File: src/rtl/mem_arb_pkg.sv
// Shared widths, state encoding and port indices for the two-port memory arbiter.
// Latency: none (declarations only).
// Backpressure: none (declarations only).
package mem_arb_pkg;

  localparam int ADDR_W = 24;
  localparam int DATA_W = 16;
  localparam int CNT_W  = 4;

  // Grant values double as port indices
  localparam logic PORT_IF = 1'b0;
  localparam logic PORT_D  = 1'b1;

  typedef enum logic [1:0] {
    IDLE   = 2'd0,
    ACCESS = 2'd1,
    DONE   = 2'd2
  } state_t;

endpackage

File: src/rtl/mem_arb_sel.sv
// Chooses which requester wins an IDLE-cycle arbitration (fixed data priority or round robin).
// Latency: combinational; the result is registered by the caller.
// Backpressure: none; result is only meaningful while at least one request is high.
// Round robin is enabled by defining MEM_ARB_ROUND_ROBIN_EN; otherwise data port always wins a tie.
module mem_arb_sel
  import mem_arb_pkg::*;
(
  input  logic if_req,
  input  logic d_req,
  input  logic last_grant,
  output logic sel_grant
);

`ifdef MEM_ARB_ROUND_ROBIN_EN
  // On a tie, favour the port that did not win last time
  always_comb begin
    sel_grant = PORT_IF;
    if (if_req && d_req) begin
      sel_grant = ~last_grant;
    end else if (d_req) begin
      sel_grant = PORT_D;
    end
  end
`else
  // History is irrelevant when the data port always wins a tie
  logic unused_last_grant;
  assign unused_last_grant = last_grant;

  // Data port has fixed priority over instruction fetch
  always_comb begin
    sel_grant = PORT_IF;
    if (d_req) begin
      sel_grant = PORT_D;
    end
    if (!d_req && if_req) begin
      sel_grant = PORT_IF;
    end
  end
`endif

endmodule

File: src/rtl/mem_arbiter.sv
// Two-port (fetch/data) arbiter onto a single fixed-latency memory; IDLE -> ACCESS -> DONE.
// Latency: request sampled at E0, ready pulse in the cycle after edge E0+WAIT_CYCLES+1.
// Backpressure: requests are ignored outside IDLE; each requester holds req until its ready pulse.
// Optional build macro MEM_ARB_ROUND_ROBIN_EN switches tie-breaking to round robin.
module mem_arbiter
  import mem_arb_pkg::*;
#(
  parameter int WAIT_CYCLES = 1
) (
  input  logic              clk,
  input  logic              reset_n,
  input  logic              if_req,
  input  logic [ADDR_W-1:0] if_addr,
  output logic              if_ready,
  input  logic              d_req,
  input  logic              d_we,
  input  logic [ADDR_W-1:0] d_addr,
  input  logic [DATA_W-1:0] d_wdata,
  output logic              d_ready,
  output logic [DATA_W-1:0] rdata,
  output logic              mem_en,
  output logic              mem_we,
  output logic [ADDR_W-1:0] mem_addr,
  output logic [DATA_W-1:0] mem_wdata,
  input  logic [DATA_W-1:0] mem_rdata,
  output logic              busy,
  output logic              grant
);

  localparam logic [CNT_W-1:0] WAIT_INIT = CNT_W'(WAIT_CYCLES);

  state_t           state;
  logic [CNT_W-1:0] cnt;
  // Winner of the previous arbitration; starts at data so fetch wins the first tie
  logic             last_grant;
  logic             sel_grant;

  mem_arb_sel u_sel (
    .if_req     (if_req),
    .d_req      (d_req),
    .last_grant (last_grant),
    .sel_grant  (sel_grant)
  );

  // Main sequencer: latches the winner, counts out the memory latency, then pulses ready once
  always_ff @(posedge clk) begin
    if (!reset_n) begin
      state      <= IDLE;
      cnt        <= '0;
      mem_en     <= 1'b0;
      mem_we     <= 1'b0;
      mem_addr   <= '0;
      mem_wdata  <= '0;
      rdata      <= '0;
      if_ready   <= 1'b0;
      d_ready    <= 1'b0;
      busy       <= 1'b0;
      grant      <= PORT_IF;
      last_grant <= PORT_D;
    end else begin
      case (state)
        IDLE: begin
          if (if_req || d_req) begin
            grant      <= sel_grant;
            last_grant <= sel_grant;
            cnt        <= WAIT_INIT;
            busy       <= 1'b1;
            mem_en     <= 1'b1;
            state      <= ACCESS;
            // mem_addr/mem_wdata/mem_we are the command latches, held for all of ACCESS
            if (sel_grant == PORT_D) begin
              mem_addr  <= d_addr;
              mem_wdata <= d_wdata;
              mem_we    <= d_we;
            end else begin
              mem_addr  <= if_addr;
              mem_wdata <= '0;
              mem_we    <= 1'b0;
            end
          end
        end

        ACCESS: begin
          if (cnt != '0) begin
            cnt <= cnt - 1'b1;
          end else begin
            // Read data is captured even for writes; requesters simply ignore it then
            rdata  <= mem_rdata;
            mem_en <= 1'b0;
            mem_we <= 1'b0;
            state  <= DONE;
            if (grant == PORT_D) begin
              d_ready <= 1'b1;
            end else begin
              if_ready <= 1'b1;
            end
          end
        end

        DONE: begin
          if_ready <= 1'b0;
          d_ready  <= 1'b0;
          busy     <= 1'b0;
          state    <= IDLE;
        end

        default: begin
          state <= IDLE;
        end
      endcase
    end
  end

endmodule

File: config.mk
export PLATFORM = sky130hd
export DESIGN_NAME = mem_arbiter
export DESIGN_NICKNAME = d
export VERILOG_FILES = /design/src/rtl/mem_arb_pkg.sv /design/src/rtl/mem_arb_sel.sv /design/src/rtl/mem_arbiter.sv
export SDC_FILE = /design/constraint.sdc
export NUM_CORES = 1
export LEC_CHECK = 0
export BUFFER_PORTS_ARGS = -buffer_cell sky130_fd_sc_hd__clkbuf_2
export CAP_MARGIN = 40
export CORE_UTILIZATION = 44
export DETAILED_ROUTE_END_ITERATION = 16
export PLACE_DENSITY = 0.9
export RECOVER_POWER = 50
export SYNTH_ARGS = -nofsm -noshare
export SYNTH_HDL_FRONTEND = slang
export SYNTH_HIERARCHICAL = 1
export SYNTH_SLANG_ARGS = --single-unit
File: constraint.sdc
create_clock -name clk -period 1.67 [get_ports clk]
set_input_delay 0.334 -clock clk [delete_from_list [all_inputs] [get_ports clk]]
set_output_delay 0.334 -clock clk [all_outputs]
set_load 0.03 [all_outputs]
==> summary.md, run 1 <==
| Metric | Value |
|---|---|
| Status | `completed` |
| Vias in the first global route | `2316` |
| Clock slew at reported path FFs | `70 ps` |
| H-tree Lvls | `3` |
| Final WS setup | `135 ps` |
| Final-report setup violation count | `0` |
| First-pass GRT wire length | `10200 um` |
| Setup WS pre-CTS | `-176 ps` |
| Crit. End Element | `flop` |
| Critical Path RT | `1950 ps` |
| Dpl hpwl | `4820 um` |
| Vias/cell | `5.27` |
| Worst r2r src | `state[1]` |
| Synth Instances | `238` |
| Clock Latency Late Sink | `340 ps` |
| Post-Route Utilization | `0.612` |
| Setup Skew | `8.87 ps` |
| Std cell rows | `28` |
| Pin count of the biggest net entering global routing | `28` |
| Worst Hold Class | `input pin to flop` |
| # diodes | `0` |
| Nets | `472` |
| Slew HR | `0.587` |
| Hold Startpoint | `mem_rdata[4]` |
| Initial antenna violation count | `0` |
| Residual DRC | `0` |
| Die Width | `80.0 um` |
| Worst r2r path cells | `3` |
| Final GP Congestion | `0.817` |
| Hold buffers post-CTS | `0` |
| R2r setup slk | `140 ps` |
| Synth warn | `6` |
| P_leak | `0.00181 uW` |
| Global-route congestion overflow total | `0` |
| RSZ-0062 raised after global routing | `false` |
| Routed Antenna Nets | `0` |
| Worst vdd ir | `0.000573 V` |
| Tcrit/Tclk final | `0.919` |
| Commonest non-fill, non-tap cells in the layout | `clkbuf_2, dfxtp_1, clkbuf_1, a22o_1` |
| DRT Pass-1 Iters | `4` |
| Clk sink count | `68` |
| Max-Cap Viols | `0` |
| Power per cell area | `1140 mW/mm2` |
| Crit path cell chain | `or2_0, nor2_4, a22o_1` |
| Die H | `80.0 um` |
| Worst-Margin Slew | `618 ps` |
| Max-slew violations | `0` |
| Io pins | `147` |
| Crit path to | `mem_en` |
| CP arrival | `1820 ps` |
| Slowest CP cell | `nor2_4` |
| FF-to-FF End | `mem_en` |
| Overall routing resource usage | `0.207` |
| Clk root buf | `clkbuf_8` |
| Die area | `0.00640 mm2` |
| Setup bufs post-CTS | `0` |
| Hold Worst Slack | `209 ps` |
| Mean Syn Cell Area | `11.2 um2` |
| Power Total | `4090 uW` |
| Initial Util | `0.455` |
| Layout area overhead | `34.5%` |
| Share of cells above drive strength 1 | `0.308` |
| Fmax | `652 MHz` |
| Most common library cell in the layout ignoring fill and taps | `clkbuf_2` |
| Crit path kind | `flop to flop` |
| Crit Path Max Fanout | `27` |
| Longest Clk Path Bufs | `2` |
| TritonCTS clock tree | `built` |
| Initial DRC count | `81` |
| Cell Area, Synth | `0.00268 mm2` |
| Critical Path Source | `state[1]` |
| Routed len/inst | `14.1 um` |
| Total CTS buffers | `9` |
| Post_cts resized | `2` |
| Fillers | `541` |
| Max incr delay on CP | `550 ps` |
| DRT Wirelength | `6580 um` |
| Final Hold Vio Count | `0` |
| IO Port Bufs | `146` |
| Vias | `2451` |
| Startpoint types | `flop` |
| Minimum clock period | `1530 ps` |
| Post-synthesis net count | `325` |
| Placeable Area | `0.00589 mm2` |
==> area by class of cell <==
type	instances	area (um2)	share of cell area
Sequential cell	68	1360	0.378
Tap cell	75	93.8	0.0261
Clock inverter	7	43.8	0.0122
Clock buffer	9	124	0.0344
Timing Repair Buffer	159	773	0.215
Inverter	3	11.3	0.00313
Multi-Input combinational cell	144	1190	0.331
==> how the worst min path moves through the flow <==
stage | cells past startpoint | slack (ps) | to
after CTS | 2 | 200 | rdata[6]
after global routing | 2 | 200 | rdata[3]
after floorplan | 1 | 460 | mem_we
after detailed placement | 1 | 450 | mem_wdata[15]
final | 2 | 210 | rdata[4]
after global placement | 1 | 460 | mem_wdata[8]
==> layer usage <==
metal | GRT usage | share of wire
met5 | 0 | 0
met4 | 0.0911 | 0.013
met3 | 0.0526 | 0.062
met2 | 0.385 | 0.51
met1 | 0.218 | 0.42
==> critical path, delay by kind of cell (launching register included) <==
kind / cells / cell delay (ps)
flops: 1 / 350
compound gates: 1 / 230
simple gates: 2 / 910
==> metrics by stage <==
| stage | area, um2 | instances | TNS, ps |
|---|---|---|---|
| 2_1_floorplan | 2680 | 238 | 0 |
| 3_3_place_gp | 3510 | 449 | -1380 |
| 3_5_place_dp | 3510 | 449 | -2710 |
| 4_1_cts | 3680 | 465 | 0 |
| 5_1_grt | 3600 | 465 | 0 |
| 6_report | 3600 | 465 | 0 |
==> power breakdown <==
group	total [uW]	internal, uW	switching [uW]	leakage [uW]
clock network	1130	529	605	0.0000848
registers	1890	1790	95.7	0.000559
logic	1070	385	684	0.00117
total	4090	2710	1390	0.00181
==> sequential cells by signal, summed over array words and instances (netlist names) <==
register,count
mem_addr,24
mem_wdata,16
rdata,16
cnt,4
state,2
busy,1
d_ready,1
grant,1
if_ready,1
mem_en,1
mem_we,1
(Power assumes the default switching activity.)
==> run 2: changes to the inputs <==
--- a/config.mk
+++ b/config.mk
@@ -5,11 +5,12 @@
 export SDC_FILE = /design/constraint.sdc
 export NUM_CORES = 1
 export LEC_CHECK = 0
+export ABC_AREA = 1
 export BUFFER_PORTS_ARGS = -buffer_cell sky130_fd_sc_hd__clkbuf_2
 export CAP_MARGIN = 40
-export CORE_UTILIZATION = 44
+export CORE_UTILIZATION = 45
 export DETAILED_ROUTE_END_ITERATION = 16
-export PLACE_DENSITY = 0.9
+export PLACE_DENSITY = 0.8
 export RECOVER_POWER = 50
 export SYNTH_ARGS = -nofsm -noshare
 export SYNTH_HDL_FRONTEND = slang
==> run 2 against run 1 <==
Via count increased by 12%. Fmax increased by 9.2%. Sequential share of layout area decreased by 0.51 points. Highest routed layer unchanged.
==> summary.md, run 2 <==
| Metric | Value |
|---|---|
| Slew HR | `0.713 (+0.126)` |
| Initial Util | `0.464 (+0.00957)` |
| Fmax | `711 MHz (+9.2%)` |
| Most flops, register | `mem_addr` |
| Critical Path RT | `1950 ps (about the same)` |
| Nets | `588 (+25%)` |
| Setup bufs post-CTS | `0 (unchanged)` |
| Clk root buf | `clkbuf_8` |
| Worst-Margin Slew | `427 ps (-191 ps)` |
| Die H | `80.2 um (+0.21%)` |
| Final Hold Vio Count | `0 (unchanged)` |
| TritonCTS clock tree | `built` |
| P_int | `3020 uW (+12%)` |
| Clock slew at reported path FFs | `70 ps (about the same)` |
| TNS Setup | `0 ps (unchanged)` |
| Crit path kind | `flop to flop` |
| Placeable Area | `0.00592 mm2 (+0.60%)` |
| Vias in the first global route | `2477 (+7.0%)` |
| DRT Wirelength | `6820 um (+3.8%)` |
| Die Width | `80.2 um (+0.21%)` |
| Power per cell area | `1240 mW/mm2 (+8.9%)` |
| Overall routing resource usage | `0.215 (+0.00752)` |
| Std cell rows | `28 (unchanged)` |
| Routed Antenna Nets | `0 (unchanged)` |
| Initial DRC count | `179 (+120%)` |
| Global-route congestion overflow total | `0 (unchanged)` |
| DRT Pass-1 Iters | `4 (unchanged)` |
| Most common library cell in the layout ignoring fill and taps | `nand2_1` |
| Setup Skew | `7.35 ps (-1.52 ps)` |
| P_leak | `0.00187 uW (+3.3%)` |
| Flip-flop count of the largest register after layout | `24 (unchanged)` |
| Share of cells above drive strength 1 | `0.251 (-0.0567)` |
| Mean Syn Cell Area | `7.68 um2 (-32%)` |
| Clock Latency Late Sink | `330 ps (about the same)` |
| Vias/cell | `4.71 (-11%)` |
| Share of power burned in registers | `0.424 (-0.038)` |
| Clock power share | `0.330 (+0.053)` |
| Crit Path Max Fanout | `19 (-30%)` |
| H-tree Lvls | `3 (unchanged)` |
| Logic pwr share | `0.246 (-0.015)` |
| P_sw | `1490 uW (+7.8%)` |
| Crit. End Element | `flop` |
| Residual DRC | `0 (unchanged)` |
| Hold buffers post-CTS | `0 (unchanged)` |
| Longest Clk Path Bufs | `2 (unchanged)` |
| Tcrit/Tclk final | `0.842 (-0.0774)` |
| Worst vdd ir | `0.000688 V (+20%)` |
| Dpl hpwl | `5080 um (+5.3%)` |
| CP arrival | `1680 ps (-140 ps)` |
| Status | `completed` |
| Power Total | `4520 uW (+10%)` |
| Fillers | `586 (+8.3%)` |
| Max-slew violations | `0 (unchanged)` |
| First-pass GRT wire length | `10600 um (+3.9%)` |
| Minimum clock period | `1410 ps (-129 ps)` |
| Switching Share | `0.331 (-0.00777)` |
| Vias | `2735 (+12%)` |
| Final-report setup violation count | `0 (unchanged)` |
| Biggest regs | `mem_addr (24), mem_wdata (16), rdata (16)` |
| Max-Cap Viols | `0 (unchanged)` |
| Post_cts resized | `0 (-2)` |
| Final GP Congestion | `0.811 (-0.65%)` |
| Routed len/inst | `11.7 um (-17%)` |
| Cell Area, Synth | `0.00275 mm2 (+2.7%)` |
| IO Port Bufs | `146 (unchanged)` |
| Clk sink count | `68 (unchanged)` |
| Layout area overhead | `32.8%` |
| Die area | `0.00642 mm2 (+0.41%)` |
| Worst Hold Class | `input pin to flop` |
| Synth Instances | `358 (+50%)` |
| Commonest non-fill, non-tap cells in the layout | `nand2_1, clkbuf_2, dfxtp_1, clkbuf_1, o21ai_0` |
| Startpoint types | `flop` |
| Total CTS buffers | `9 (unchanged)` |
| # diodes | `0 (unchanged)` |
| Post-synthesis net count | `445 (+37%)` |
| Pin count of the biggest net entering global routing | `30 (+7.1%)` |
| Io pins | `147 (unchanged)` |
| Synth warn | `6 (unchanged)` |
| RSZ-0062 raised after global routing | `false` |
| Initial antenna violation count | `0 (unchanged)` |
-- run 2: cell count changes in the layout (fill, tap and decap cells not counted), sizes merged, moves of 3 or more --
cell	previous run	this run
mux2i	24	10
o211a	24	0
a21oi	0	5
buf	12	5
clkinv	5	2
nor2	4	39
a21boi	5	0
o21ai	1	44
nor2b	3	0
nand2	2	116
a22o	33	0
inv	3	29
-- run 2: area by class of cell --
cell class,instances,area [um2],share of cell area
Tap cell,75,93.8,0.0257
Clock buffer,11,141,0.0387
Timing Repair Buffer,151,721,0.197
Inverter,29,114,0.0312
Sequential cell,68,1360,0.373
Clock inverter,5,85.1,0.0233
Multi-Input combinational cell,242,1130,0.311
-- run 2: critical path, stage by stage (launching register included) --
cell,delay (ps)
dfxtp_1,320
inv_1,120
ha_1,160
nand2_1,110
nor2_4,130
inv_4,110
nor2_8,240
nand2_1,80
nand2_1,80
-- run 2: power groups by stage --
stage | Combinational (uW) | Clock (uW) | Sequential (uW)
global placement | 1130 | 0 | 1940
global route | 1220 | 1620 | 1940
floorplan | 472 | 0 | 2270
CTS | 1160 | 1540 | 1920
detailed placement | 1150 | 0 | 1950
finish | 1110 | 1490 | 1920
-- run 2: routing by layer --
layer  vias up  track usage  wire length [um]
met5         -            0                 0
met4         0        0.104               133
met3        10       0.0614               398
met2       101        0.384              3490
met1      1216        0.231              2800
li1       1408            -                 -
-- run 2: per-stage QoR --
| step | worst slack [ps] | utilization | cells | area (um2) | hold WS, ps |
|---|---|---|---|---|---|
| floorplan | 463 | - | 358 | 2750 | 437 |
| global placement | 296 | 0.589 | 565 | 3490 | 438 |
| detailed placement | 256 | 0.589 | 565 | 3490 | 446 |
| CTS | 278 | 0.628 | 581 | 3720 | 160 |
| global route | 107 | 0.616 | 581 | 3650 | 168 |
| finish | 264 | 0.616 | 581 | 3650 | 185 |
-- run 2: path summary, 6_finish.rpt --
path	to	cells after the start	slack, ps	from
worst max-delay path	rdata[9]	8	260	cnt[0]
worst min-delay path	rdata[12]	3	190	mem_rdata[12]
worst max register to register	rdata[9]	8	260	cnt[0]
worst min register to register	mem_wdata[6]	2	460	mem_wdata[6]
